[config.mk]
export PLATFORM = sky130hd
export DESIGN_NAME = vga_pic_gen
export DESIGN_NICKNAME = d
export VERILOG_FILES = /design/src/rtl/vga_pic_gen.sv
export SDC_FILE = /design/constraint.sdc
export NUM_CORES = 1
export LEC_CHECK = 0
export CORE_MARGIN = 2
export CORE_UTILIZATION = 60
export CTS_CLUSTER_SIZE = 30
export DETAILED_ROUTE_END_ITERATION = 12
export GPL_TIMING_DRIVEN = 0
export PLACE_DENSITY = 0.86
export SYNTH_ARGS = -nofsm -noshare
export SYNTH_HDL_FRONTEND = slang
export SYNTH_SLANG_ARGS = --single-unit
[constraint.sdc]
create_clock -name i_vga_clk -period 5.9 [get_ports i_vga_clk]
set_clock_uncertainty 0.15 [all_clocks]
set_input_delay 0.59 -clock i_vga_clk [delete_from_list [all_inputs] [get_ports i_vga_clk]]
set_output_delay 0.59 -clock i_vga_clk [all_outputs]
set_load 0.005 [all_outputs]
[src/rtl/vga_pic_gen.sv]
// vga_pic_gen: registered RGB565 test-pattern source (bars, checker, bouncing box, white)
// for the VGA timing stage; one-cycle latency from pixel coordinate to rgb.
module vga_pic_gen #(
  parameter int H_VALID  = 640,
  parameter int V_VALID  = 480,
  parameter int BOX_SIZE = 64,
  parameter int STEP     = 2,
  parameter int CHK_LOG2 = 5
) (
  input  logic        i_vga_clk,
  input  logic        i_rst_n,
  input  logic [9:0]  i_pix_x,
  input  logic [9:0]  i_pix_y,
  input  logic        i_pix_valid,
  input  logic        i_frame_start,
  input  logic [1:0]  i_mode_sel,
  output logic [15:0] o_rgb
);
  localparam logic [10:0] X_MAX = 11'(H_VALID - BOX_SIZE);
  localparam logic [10:0] Y_MAX = 11'(V_VALID - BOX_SIZE);
  localparam logic [10:0] STP   = 11'(STEP);
  localparam logic [10:0] BSZ   = 11'(BOX_SIZE);
  localparam logic [15:0] BAR_COL [8] = '{16'hFFFF, 16'hFFE0, 16'h07FF, 16'h07E0,
                                          16'hF81F, 16'hF800, 16'h001F, 16'h0000};
  localparam logic [15:0] BOX_COL [4] = '{16'hF800, 16'h07E0, 16'h001F, 16'hFFE0};

  logic [1:0]  r_mode;
  logic [9:0]  r_box_x, r_box_y;
  logic        r_dir_x, r_dir_y;
  logic [1:0]  r_col_idx;
  logic [15:0] r_rgb;

  logic [10:0] w_px, w_py, w_bx, w_by, w_nx, w_ny;
  logic        w_hit_x, w_hit_y, w_in_box, w_in_range;
  logic [2:0]  w_bar;
  logic [9:0]  w_box_x_nxt, w_box_y_nxt;
  logic [15:0] w_pix;

  assign w_px = {1'b0, i_pix_x};
  assign w_py = {1'b0, i_pix_y};
  assign w_bx = {1'b0, r_box_x};
  assign w_by = {1'b0, r_box_y};
  assign w_nx = w_bx + STP;
  assign w_ny = w_by + STP;

  // r_dir_* = 1 means moving toward 0; 11-bit compares avoid wrap at the far edge
  assign w_hit_x = r_dir_x ? (w_bx < STP) : (w_nx > X_MAX);
  assign w_hit_y = r_dir_y ? (w_by < STP) : (w_ny > Y_MAX);
  assign w_box_x_nxt = w_hit_x ? (r_dir_x ? '0 : X_MAX[9:0])
                               : (r_dir_x ? 10'(w_bx - STP) : w_nx[9:0]);
  assign w_box_y_nxt = w_hit_y ? (r_dir_y ? '0 : Y_MAX[9:0])
                               : (r_dir_y ? 10'(w_by - STP) : w_ny[9:0]);

  assign w_bar      = 3'(i_pix_x / 10'(H_VALID / 8));
  assign w_in_range = (w_px < 11'(H_VALID)) && (w_py < 11'(V_VALID));
  assign w_in_box   = (w_px >= w_bx) && (w_px < w_bx + BSZ) &&
                      (w_py >= w_by) && (w_py < w_by + BSZ);

  assign w_pix = (!i_pix_valid || !w_in_range) ? 16'h0000 :
                 (r_mode == 2'd0) ? BAR_COL[w_bar] :
                 (r_mode == 2'd1) ? ((i_pix_x[CHK_LOG2] ^ i_pix_y[CHK_LOG2]) ? 16'hFFFF : 16'h0000) :
                 (r_mode == 2'd2) ? (w_in_box ? BOX_COL[r_col_idx] : 16'h0010) :
                 16'hFFFF;

  always_ff @(posedge i_vga_clk or negedge i_rst_n) begin
    if (!i_rst_n) begin
      r_rgb     <= '0;
      r_mode    <= '0;
      r_box_x   <= '0;
      r_box_y   <= '0;
      r_dir_x   <= 1'b0;
      r_dir_y   <= 1'b0;
      r_col_idx <= '0;
    end else begin
      r_rgb <= w_pix;
      if (i_frame_start) begin
        r_mode    <= i_mode_sel;
        r_box_x   <= w_box_x_nxt;
        r_box_y   <= w_box_y_nxt;
        r_dir_x   <= r_dir_x ^ w_hit_x;
        r_dir_y   <= r_dir_y ^ w_hit_y;
        r_col_idx <= r_col_idx + {1'b0, w_hit_x | w_hit_y};
      end
    end
  end

  assign o_rgb = r_rgb;
endmodule
Word level (Yosys, flattened, before mapping)

Memory sizes are Yosys's and may differ from the RTL's.
Cells that the tools add are included.

Equal/unequal tests: 2
Add/sub/neg operators: 7
Multiplexer cells: 19
Multiply operators: 0
Bitwise operators: 6
Divide/modulo/power cells: 1
Shift operators: 0
$lt $le $gt $ge: 12
Reduce and logical (&&, ||, !) cells: 8

Operators with widths:

| operator                                                                          | number |
|---|---|
| 16-bit two-way mux                                                                | 10 |
| 10-bit two-way mux                                                                | 5 |
| 16-bit binary-select mux with 2-bit select                                        | 1 |
| 10-bit by 2-bit adder with 11-bit output, second input constant                   | 2 |
| 10-bit by 7-bit adder with 11-bit output, second input constant                   | 2 |
| 10-bit by 11-bit < comparator with 1-bit output                                   | 2 |
| 10-bit >= comparator                                                              | 2 |
| 10-bit by 2-bit < comparator with 1-bit output, second input constant             | 2 |
| 10-bit by 2-bit subtractor with 10-bit output, second input constant              | 2 |
| 11-bit by 10-bit greater-than comparator with 1-bit output, second input constant | 1 |
| 11-bit by 9-bit greater-than comparator with 1-bit output, second input constant  | 1 |
| 10-bit by 7-bit divider with 10-bit output, second input constant                 | 1 |
| 10-bit < comparator, second input constant                                        | 1 |
| 10-bit by 9-bit < comparator with 1-bit output, second input constant             | 1 |
| 9-bit two-way mux                                                                 | 1 |
| 4-bit >= comparator, second input constant                                        | 1 |
| 1-bit logical AND                                                                 | 4 |
| 3-bit inverter with 4-bit output                                                  | 1 |
| 3-bit >= comparator, second input constant                                        | 1 |
| 2-bit inverter with 3-bit output                                                  | 1 |
| 1-bit bitwise XOR                                                                 | 3 |
| 2-bit by 1-bit adder with 2-bit output                                            | 1 |
| 2-bit by 1-bit == test with 1-bit output, second input constant                   | 1 |
| 2-bit == test, second input constant                                              | 1 |
| 5 further kinds                                                                   | 7 |

Memories kept: 1
Bits in latches: 0
Word-level logic and storage cells: 63
Output and inout port bits: 16
Bits of input ports: 26
RAM bits: 0
Register bits: 42
ROM bits: 128

Memory list:

| memory          | depth | width | read ports | clocked after Yosys merged registers in | wr ports | RTL line | source |
|---|---|---|---|---|---|---|---|
| (no name shown) | 8     | 16    | 1          | 0                                       | 0        | 60       | `(r_mode == 2'd0) ? BAR_COL[w_bar] :` |

Logic depth before layout (Yosys ltp)

Gate-level depths: netlist (run 1).

Word-level depth: 10
Gate-level depth with buffers: 11
Depth with buffers taken out: 11

Least setup slack after synthesis (run 1)

OpenSTA, ideal clock, no wires.

Path kind: register to register
Start point: register r_box_y[1]
End point: register r_col_idx[0]
Library setup time: 0.132 ns
Cell stages (with the launch flop): 11
Arrival time: 2.166 ns
Buffers on the path: 0
Required time: 5.618 ns
Clock period less this slack: 2.448 ns
Slack: 3.452 ns
Cell sequence: dfrtp_1 inv_1 ha_1 o32a_1 nor3_2 o31ai_4 a21oi_1 nand2_1 ha_1 nand2_1 o21ai_0

Cells in the longest elaborated chain, start to end: 5
Elaborated cells on any way between the ends: 6
Classes of those cells: add/sub (2); order compare (2); mux (1); bitwise (1)

Ends and longest elaborated chain:

| item                                                      | RTL line | source |
|---|---|---|
| from (decl)                                               | 28       | `logic [9:0] r_box_x, r_box_y;` |
| from (signal assigned)                                    | 79       | `r_box_y <= w_box_y_nxt;` |
| 10-bit by 2-bit adder with 11-bit output                  | 44       | `assign w_ny = w_by + STP;` |
| 11-bit by 9-bit greater-than comparator with 1-bit output | 48       | `assign w_hit_y = r_dir_y ? (w_by < STP) : (w_ny > Y_MAX);` |
| 1-bit two-way mux *                                       | 48       |  |
| 1-bit bitwise OR *                                        | 82       | `r_col_idx <= r_col_idx + {1'b0, w_hit_x \| w_hit_y};` |
| 2-bit by 1-bit adder with 2-bit output *                  | 82       |  |
| to (signal assigned)                                      | 82       |  |
| to (decl)                                                 | 30       | `logic [1:0] r_col_idx;` |

Every way passes the cells marked *; elsewhere a longest branch is shown, timed or not.
A chain may end at the register's enable or synchronous reset.

Worst setup path after layout (run 1)

Start point: input i_pix_x[5]
End point: register r_rgb[14] (netlist: o_rgb[14])

Cells in the longest elaborated chain, start to end: 9
Elaborated cells on any way between the ends: 21
Classes of those cells: div (1); order compare (3); mux (8); bitwise (2); reduce/logical (6); memory (1)

Ends and longest elaborated chain:

| item                                                                      | RTL line | source |
|---|---|---|
| from (decl)                                                               | 12       | `input logic [9:0] i_pix_x,` |
| parallel branches: the longest is 8 deep, another holds memory 8 x 16 bit | -        |  |
| 16-bit two-way mux *                                                      | 59       | `assign w_pix = (!i_pix_valid \|\| !w_in_range) ? 16'h0000 :` |
| to (signal assigned)                                                      | 75       | `r_rgb <= w_pix;` |
| to (decl)                                                                 | 31       | `logic [15:0] r_rgb;` |

Mark *: on every way between the ends. The select of a mux whose other input is x is not followed.

==> results of run 1 <==
==> worst max-delay path: stages <==
cell                              delay [ps]
sky130_fd_sc_hd__clkdlybuf4s50_1         660
sky130_fd_sc_hd__ha_1                    320
sky130_fd_sc_hd__a21oi_1                 170
sky130_fd_sc_hd__nor3_1                   60
sky130_fd_sc_hd__nor3_1                  110
sky130_fd_sc_hd__o21ai_0                 100
sky130_fd_sc_hd__a21oi_1                 150
sky130_fd_sc_hd__o2111ai_1               210
sky130_fd_sc_hd__o41ai_1                 450
==> cell type report <==
type	count	area share (%)
Multi-Input combinational cell	286	56.6
Sequential cell	28	19.4
Timing Repair Buffer	38	10.4
Buffer	29	5.76
Inverter	33	3.43
Tap cell	70	2.43
Clock buffer	3	1.14
Clock inverter	1	0.832
==> cells in the mapped netlist (all sizes together) (2+ instances only) <==
library cell | instances | area (sq um)
o211ai | 5 | 37.5
inv | 32 | 120
nand2 | 35 | 136
a2111oi | 3 | 26.3
ha | 36 | 450
a311o | 2 | 20.0
a21o | 5 | 38.8
buf | 16 | 119
and2 | 2 | 12.5
nor4 | 4 | 31.3
o221ai | 2 | 17.5
o31ai | 3 | 36.3
xnor2 | 15 | 131
nand2b | 12 | 75.1
nor2 | 21 | 81.3
and3 | 2 | 13.8
o311ai | 5 | 43.8
o21ai | 24 | 120
nor3b | 2 | 15.0
o21a | 8 | 60.1
clkbuf | 13 | 88.8
a31oi | 5 | 31.3
o41ai | 2 | 17.5
o22ai | 3 | 18.8
maj3 | 2 | 20.0
o2111ai | 2 | 17.5
nand4 | 3 | 18.8
a21oi | 18 | 90.1
nand3 | 20 | 100
dfrtp | 28 | 701
or3 | 4 | 32.5
a41o | 2 | 21.3
o32a | 2 | 20.0
nor3 | 11 | 65.1
a211oi | 4 | 35.0
mux2i | 6 | 60.1
a32oi | 2 | 17.5
==> report_power, final <==
| group | internal, mW | switching, mW | leakage (nW) | total [mW] |
|---|---|---|---|---|
| clock | 0.0909 | 0.0609 | 0.0357 | 0.152 |
| combinational | 0.312 | 0.423 | 1.26 | 0.736 |
| sequential | 0.245 | 0.0580 | 0.316 | 0.303 |
| total | 0.648 | 0.542 | 1.62 | 1.19 |
==> metal layers <==
metal / up-vias / track usage (%) / wire length, um
met5: - / 0 / 0
met4: 0 / 7.21 / 119
met3: 16 / 3.97 / 435
met2: 113 / 46.0 / 3740
met1: 1378 / 37.0 / 3340
li1: 1463 / - / -
==> through the flow <==
step	std cells	hold WS, ps	power, mW
6_report	488	175	1.19
2_1_floorplan	376	144	0.847
4_1_cts	488	358	1.19
3_5_place_dp	484	343	1.03
3_3_place_gp	484	314	0.996
5_1_grt	488	226	1.30
==> how the worst min path moves through the flow <==
stage                      start           end  slack (ps)  depth (start not counted)
floorplan                i_rst_n     o_rgb[10]         140                          0
global placement    r_col_idx[1]  r_col_idx[1]         310                          1
detailed placement  r_col_idx[1]  r_col_idx[1]         340                          1
CTS                 r_col_idx[1]  r_col_idx[1]         360                          1
global route             i_rst_n    r_box_x[2]         230                          1
finish                   i_rst_n    r_box_x[2]         170                          1
==> registers in the layout (all words and copies together), names as in the netlist <==
signal     flops
r_box_x        9
r_col_idx      2
r_mode         2
o_rgb          4
r_dir_x        1
r_box_y        9
r_dir_y        1
==> cells by family after synthesis <==
| group | Yosys count | share of synthesized area (%) |
|---|---|---|
| xor gates and xnor gates | 16 | 4.56 |
| adders and majority gates | 38 | 15.3 |
| buffers and inverters | 62 | 10.8 |
| AOI/OAI and AO/OA | 108 | 25.2 |
| muxes | 6 | 1.95 |
| and+or+nand+nor | 118 | 19.4 |
| DFF | 28 | 22.8 |
==> metrics.txt, run 1 <==
# TYPE chip_impl_metric gauge
chip_impl_info{name="run_status",value="completed"} 1
chip_impl_info{name="critPathLaunch",value="i_pix_x[5]"} 1
chip_impl_metric{name="dp_hpwl",unit="um"} 6060
chip_impl_metric{name="area.sequential",unit="sq um"} 701
chip_impl_metric{name="synthToLayoutAreaGrowth",unit="%"} 17.4
chip_impl_metric{name="clock_tree.htree_level_count",unit=""} 1
chip_impl_metric{name="routedWlPerCell",unit="um"} 15.6
chip_impl_metric{name="clkTransAtPathRegs",unit="ps"} 100
chip_impl_metric{name="placed_cell_area",unit="sq um"} 3540
chip_impl_info{name="cp-end-kind",value="flip-flop"} 1
chip_impl_metric{name="slew_limit_headroom",unit="%"} 56.8
chip_impl_info{name="final_common_cell",value="sky130_fd_sc_hd__clkdlybuf4s50_1"} 1
chip_impl_metric{name="fp.dieArea",unit="sq um"} 5710
chip_impl_metric{name="async_reset_ff_share",unit="%"} 100
chip_impl_metric{name="number_of_port_buffers",unit=""} 38
chip_impl_metric{name="cts.repair.resized",unit=""} 0
chip_impl_metric{name="track_usage",unit="%"} 27.3
chip_impl_info{name="reg2reg_from",value="r_box_y[6]"} 1
chip_impl_metric{name="cts-buffers-inserted",unit=""} 3
chip_impl_info{name="rsz0062_at_grt",value="no"} 1
chip_impl_metric{name="global_route_wire_length_before_repair",unit="um"} 12200
chip_impl_metric{name="cp_max_fo",unit=""} 7
chip_impl_metric{name="route.antenna.remaining_nets",unit=""} 0
chip_impl_metric{name="worst_slew_pin_slew",unit="ps"} 648
chip_impl_metric{name="first_global_vias",unit=""} 2702
chip_impl_metric{name="floorplan.initialDensity",unit="%"} 61.3
chip_impl_metric{name="clock-sinks",unit=""} 28
chip_impl_metric{name="fin_setup_tns",unit="ps"} 0
chip_impl_info{name="crit_end",value="o_rgb[14]"} 1
chip_impl_metric{name="finalWorstSetupSlack",unit="ps"} 3110
chip_impl_metric{name="detail_route.vias_per_cell",unit=""} 6.09
chip_impl_info{name="synth_ff_type",value="sky130_fd_sc_hd__dfrtp_1"} 1
chip_impl_metric{name="final.min_clock_period",unit="ps"} 2790
chip_impl_metric{name="postSynthAreaPerCell",unit="sq um"} 8.17
chip_impl_metric{name="vias",unit=""} 2970
chip_impl_metric{name="cts_hold_buffers",unit=""} 0
chip_impl_metric{name="synth_area",unit="sq um"} 3070
chip_impl_metric{name="core_area",unit="sq um"} 5010
chip_impl_metric{name="syn_inst",unit=""} 376
chip_impl_metric{name="cts.path.max_buffers",unit=""} 2
chip_impl_metric{name="grt.overflow.total",unit=""} 0
chip_impl_metric{name="io-pin-count",unit=""} 42
chip_impl_metric{name="worst_ep_arrival_time",unit="ps"} 2800
chip_impl_metric{name="synth_enable_flop_cells",unit=""} 0
chip_impl_metric{name="cp.required",unit="ps"} 5910
chip_impl_metric{name="power.density",unit="nW/um^2"} 330
chip_impl_info{name="root_buffer",value="sky130_fd_sc_hd__clkbuf_8"} 1
chip_impl_metric{name="num_rows",unit=""} 26
chip_impl_metric{name="ys_types",unit=""} 66
chip_impl_metric{name="setup_violations",unit=""} 0
chip_impl_metric{name="filler_cell_count",unit=""} 433
chip_impl_metric{name="drt_pass_1_iters",unit=""} 5
chip_impl_info{name="crit_path_start_kind",value="input pin"} 1
chip_impl_metric{name="gp_routability_congestion",unit=""} 0.903
chip_impl_metric{name="drt_iter0_markers",unit=""} 189
chip_impl_metric{name="post-cts-setup-buffer-count",unit=""} 0
chip_impl_metric{name="final_hold_viol_count",unit=""} 0
chip_impl_metric{name="maximum_number_of_pins_on_one_net_before_global_route_repair",unit=""} 29
chip_impl_metric{name="antenna-diode-count",unit=""} 0
chip_impl_metric{name="dieWidth",unit="um"} 75.6
chip_impl_metric{name="fmaxAchievable",unit="MHz"} 358
chip_impl_info{name="mostFrequentLayoutCells",value="37 x sky130_fd_sc_hd__clkdlybuf4s50_1, 36 x sky130_fd_sc_hd__ha_1, 33 x sky130_fd_sc_hd__nand2_1"} 1
chip_impl_metric{name="detail_route.drc_violations",unit=""} 0
chip_impl_metric{name="place_ws",unit="ps"} 2840
chip_impl_metric{name="final.period_utilization",unit="%"} 47.3
chip_impl_metric{name="fin_nets",unit=""} 481
chip_impl_info{name="path_class",value="input pin to flip-flop"} 1
chip_impl_metric{name="final_util",unit="%"} 72.0
chip_impl_metric{name="syn-num-nets",unit=""} 438
chip_impl_info{name="clock_tree_from_tritoncts",value="yes"} 1
chip_impl_metric{name="final_design_area_no_fill",unit="sq um"} 3610
chip_impl_metric{name="antenna_found_initial",unit=""} 0
chip_impl_metric{name="cellLeakagePower",unit="nW"} 1.62
chip_impl_metric{name="final_wl",unit="um"} 7640
chip_impl_metric{name="drv_cap",unit=""} 0
chip_impl_metric{name="synth_warnings",unit=""} 0
chip_impl_metric{name="synth-seq-cells",unit=""} 28
chip_impl_metric{name="setup.reg_to_reg.worst_slack",unit="ps"} 3120
chip_impl_info{name="min_delay_worst_type",value="input pin to asynchronous set/reset pin"} 1
chip_impl_metric{name="final-max-slew-violation-count",unit=""} 0
chip_impl_metric{name="die_height",unit="um"} 75.6
chip_impl_metric{name="yosysSeqAreaShare",unit="%"} 22.8
chip_impl_info{name="regToRegEndpoint",value="r_col_idx[0]"} 1
chip_impl_metric{name="multi_input_comb_area",unit="sq um"} 2040
chip_impl_metric{name="peakVddDrop",unit="mV"} 0.228
chip_impl_metric{name="clkLatencyLatePin",unit="ps"} 280
chip_impl_metric{name="layout-drive-gt1-share",unit="%"} 10.0
chip_impl_metric{name="rr_worst_depth",unit=""} 10
(Power assumes the default switching activity.)
==> run 2, diff against run 1 <==
--- a/config.mk
+++ b/config.mk
@@ -6,11 +6,11 @@
 export NUM_CORES = 1
 export LEC_CHECK = 0
 export CORE_MARGIN = 2
-export CORE_UTILIZATION = 60
+export CORE_UTILIZATION = 56
 export CTS_CLUSTER_SIZE = 30
 export DETAILED_ROUTE_END_ITERATION = 12
 export GPL_TIMING_DRIVEN = 0
-export PLACE_DENSITY = 0.86
+export PLACE_DENSITY = 0.81
 export SYNTH_ARGS = -nofsm -noshare
 export SYNTH_HDL_FRONTEND = slang
 export SYNTH_SLANG_ARGS = --single-unit
==> constraint.sdc (replaced) <==
create_clock -name i_vga_clk -period 2.8 [get_ports i_vga_clk]
set_clock_uncertainty 0.15 [all_clocks]
set_input_delay 0.28 -clock i_vga_clk [delete_from_list [all_inputs] [get_ports i_vga_clk]]
set_output_delay 0.28 -clock i_vga_clk [all_outputs]
set_load 0.005 [all_outputs]
==> metrics.txt, run 2 (synthesis gave the netlist of run 1 again) <==
# TYPE chip_impl_metric gauge
chip_impl_metric{name="layout-drive-gt1-share",unit="%"} 13.3
chip_impl_metric{name="track_usage",unit="%"} 24.9
chip_impl_metric{name="final_hold_viol_count",unit=""} 0
chip_impl_metric{name="clock-sinks",unit=""} 28
chip_impl_metric{name="setup_violations",unit=""} 0
chip_impl_metric{name="place_ws",unit="ps"} 20.2
chip_impl_info{name="reg2reg_from",value="r_box_y[1]"} 1
chip_impl_metric{name="gp_routability_congestion",unit=""} 0.941
chip_impl_metric{name="cp.required",unit="ps"} 2800
chip_impl_metric{name="final_wl",unit="um"} 7640
chip_impl_info{name="cp_cell_sequence",value="inv_1 > ha_1 > o32a_1 > nor3_2 > o31ai_4 > a21oi_1 > nand2_1 > ha_1 > nand2_1 > o21ai_0"} 1
chip_impl_info{name="min_delay_worst_type",value="input pin to flip-flop"} 1
chip_impl_metric{name="cts.path.max_buffers",unit=""} 2
chip_impl_metric{name="final-max-slew-violation-count",unit=""} 0
chip_impl_metric{name="cellLeakagePower",unit="nW"} 1.62
chip_impl_info{name="clock_tree_from_tritoncts",value="yes"} 1
chip_impl_metric{name="fin_setup_tns",unit="ps"} 0
chip_impl_info{name="timing.critical_path.slowest_stage_cell",value="sky130_fd_sc_hd__dfrtp_1"} 1
chip_impl_metric{name="fmaxAchievable",unit="MHz"} 372
chip_impl_metric{name="final_design_area_no_fill",unit="sq um"} 3660
chip_impl_info{name="cp-end-kind",value="flip-flop"} 1
chip_impl_metric{name="peakVddDrop",unit="mV"} 0.486
chip_impl_metric{name="detail_route.vias_per_cell",unit=""} 5.96
chip_impl_metric{name="antenna-diode-count",unit=""} 0
chip_impl_info{name="root_buffer",value="sky130_fd_sc_hd__clkbuf_8"} 1
chip_impl_metric{name="cpPeakStageDelay",unit="ps"} 420
chip_impl_metric{name="clkTransAtPathRegs",unit="ps"} 100
chip_impl_metric{name="io-pin-count",unit=""} 42
chip_impl_metric{name="drv_cap",unit=""} 0
chip_impl_metric{name="dpl.cell_count",unit=""} 484
chip_impl_metric{name="synthToLayoutAreaGrowth",unit="%"} 19.3
chip_impl_metric{name="final.min_clock_period",unit="ps"} 2690
chip_impl_metric{name="vias",unit=""} 2924
chip_impl_metric{name="number_of_port_buffers",unit=""} 38
chip_impl_metric{name="global_route_wire_length_before_repair",unit="um"} 12500
chip_impl_info{name="crit_path_start_kind",value="flip-flop"} 1
chip_impl_metric{name="final.period_utilization",unit="%"} 96.0
chip_impl_metric{name="first_global_vias",unit=""} 2693
chip_impl_metric{name="slew_limit_headroom",unit="%"} 59.6
chip_impl_metric{name="worst_slew_pin_slew",unit="ps"} 606
chip_impl_info{name="mostFrequentLayoutCells",value="37 x sky130_fd_sc_hd__clkdlybuf4s50_1, 35 x sky130_fd_sc_hd__ha_1, 33 x sky130_fd_sc_hd__nand2_1"} 1
chip_impl_info{name="critPathLaunch",value="r_box_y[1]"} 1
chip_impl_metric{name="worst_ep_arrival_time",unit="ps"} 2690
chip_impl_metric{name="cts-buffers-inserted",unit=""} 3
chip_impl_metric{name="fin_nets",unit=""} 484
chip_impl_info{name="hold_path_startpoint",value="i_frame_start"} 1
chip_impl_metric{name="num_rows",unit=""} 26
chip_impl_metric{name="floorplan.initialDensity",unit="%"} 59.0
chip_impl_info{name="final_common_cell",value="sky130_fd_sc_hd__clkdlybuf4s50_1"} 1
chip_impl_metric{name="clock_tree.htree_level_count",unit=""} 1
chip_impl_info{name="path_class",value="flip-flop to flip-flop"} 1
chip_impl_metric{name="cp_max_fo",unit=""} 6
chip_impl_metric{name="finalNonFillerCells",unit=""} 491
chip_impl_metric{name="drt_iter0_markers",unit=""} 206
chip_impl_metric{name="power",unit="mW"} 2.54
chip_impl_metric{name="die_height",unit="um"} 78.1
chip_impl_metric{name="maximum_number_of_pins_on_one_net_before_global_route_repair",unit=""} 29
chip_impl_metric{name="power.density",unit="nW/um^2"} 692
chip_impl_metric{name="route.antenna.remaining_nets",unit=""} 0
chip_impl_info{name="run_status",value="completed"} 1
chip_impl_metric{name="clkLatencyLatePin",unit="ps"} 270
chip_impl_metric{name="detail_route.drc_violations",unit=""} 0
chip_impl_metric{name="number_of_cells_on_the_worst_hold_path",unit=""} 4
chip_impl_metric{name="grt.overflow.total",unit=""} 0
chip_impl_metric{name="antenna_found_initial",unit=""} 0
chip_impl_metric{name="routedWlPerCell",unit="um"} 15.6
chip_impl_metric{name="placed_cell_area",unit="sq um"} 3540
chip_impl_metric{name="dp_hpwl",unit="um"} 5840
chip_impl_metric{name="dieWidth",unit="um"} 78.1
chip_impl_metric{name="rr_worst_depth",unit=""} 10
chip_impl_metric{name="finalWorstSetupSlack",unit="ps"} 112
chip_impl_metric{name="drt_pass_1_iters",unit=""} 5
chip_impl_metric{name="fp.dieArea",unit="sq um"} 6100
chip_impl_metric{name="core_area",unit="sq um"} 5200
-- run 2: critical path, delay by kind of cell, from the launching register on --
kind,cells,cell delay [ps]
compound gates,4,850
fa+ha+maj,2,620
flops,1,420
simple gates,3,400
buf+inv,1,130
-- run 2: metal layers --
metal  vias to the layer above  routed length [um]  GRT usage, %
met5                         -                   0             0
met1                      1392                3550          34.1
met3                         6                 305          2.87
li1                       1455                   -             -
met4                         0                  46          3.51
met2                        71                3750          43.4
-- run 2: timing repair --
item,4_1_cts,5_1_grt
endpoints found under the hold margin,0,28
setup buffers,0,3
resized for setup,0,13
hold buffers,0,1
endpoints found under the setup margin,0,8
-- run 2: power by group --
group          internal, mW  switching (mW)
logic                 0.714           0.922
clock network         0.126           0.121
registers             0.518           0.136
-- run 2: stage by stage --
| stage | hold slack (ps) | util [%] |
|---|---|---|
| after detailed placement | 320 | 68.0 |
| after CTS | 310 | 69.1 |
| final | 313 | 70.4 |
| after global routing | 335 | 70.4 |
| after floorplan | -166 | - |
| after global placement | 321 | 68.0 |
-- run 2: worst paths after layout --
kind,end,slack [ps]
worst max-delay path,r_col_idx[0],110
worst min-delay path,r_box_y[4],310
worst max register to register,r_col_idx[0],110
worst min register to register,r_col_idx[1],330
max in group asynchronous,r_box_y[6],1670
min in group asynchronous,o_rgb[14],400
-- run 2: cell type report --
type	instances	area [sq um]
Clock buffer	4	55.1
Multi-Input combinational cell	286	2080
Tap cell	70	87.6
Timing Repair Buffer	42	408
Buffer	28	204
Sequential cell	28	703
Fill cell	429	1540
Inverter	33	128
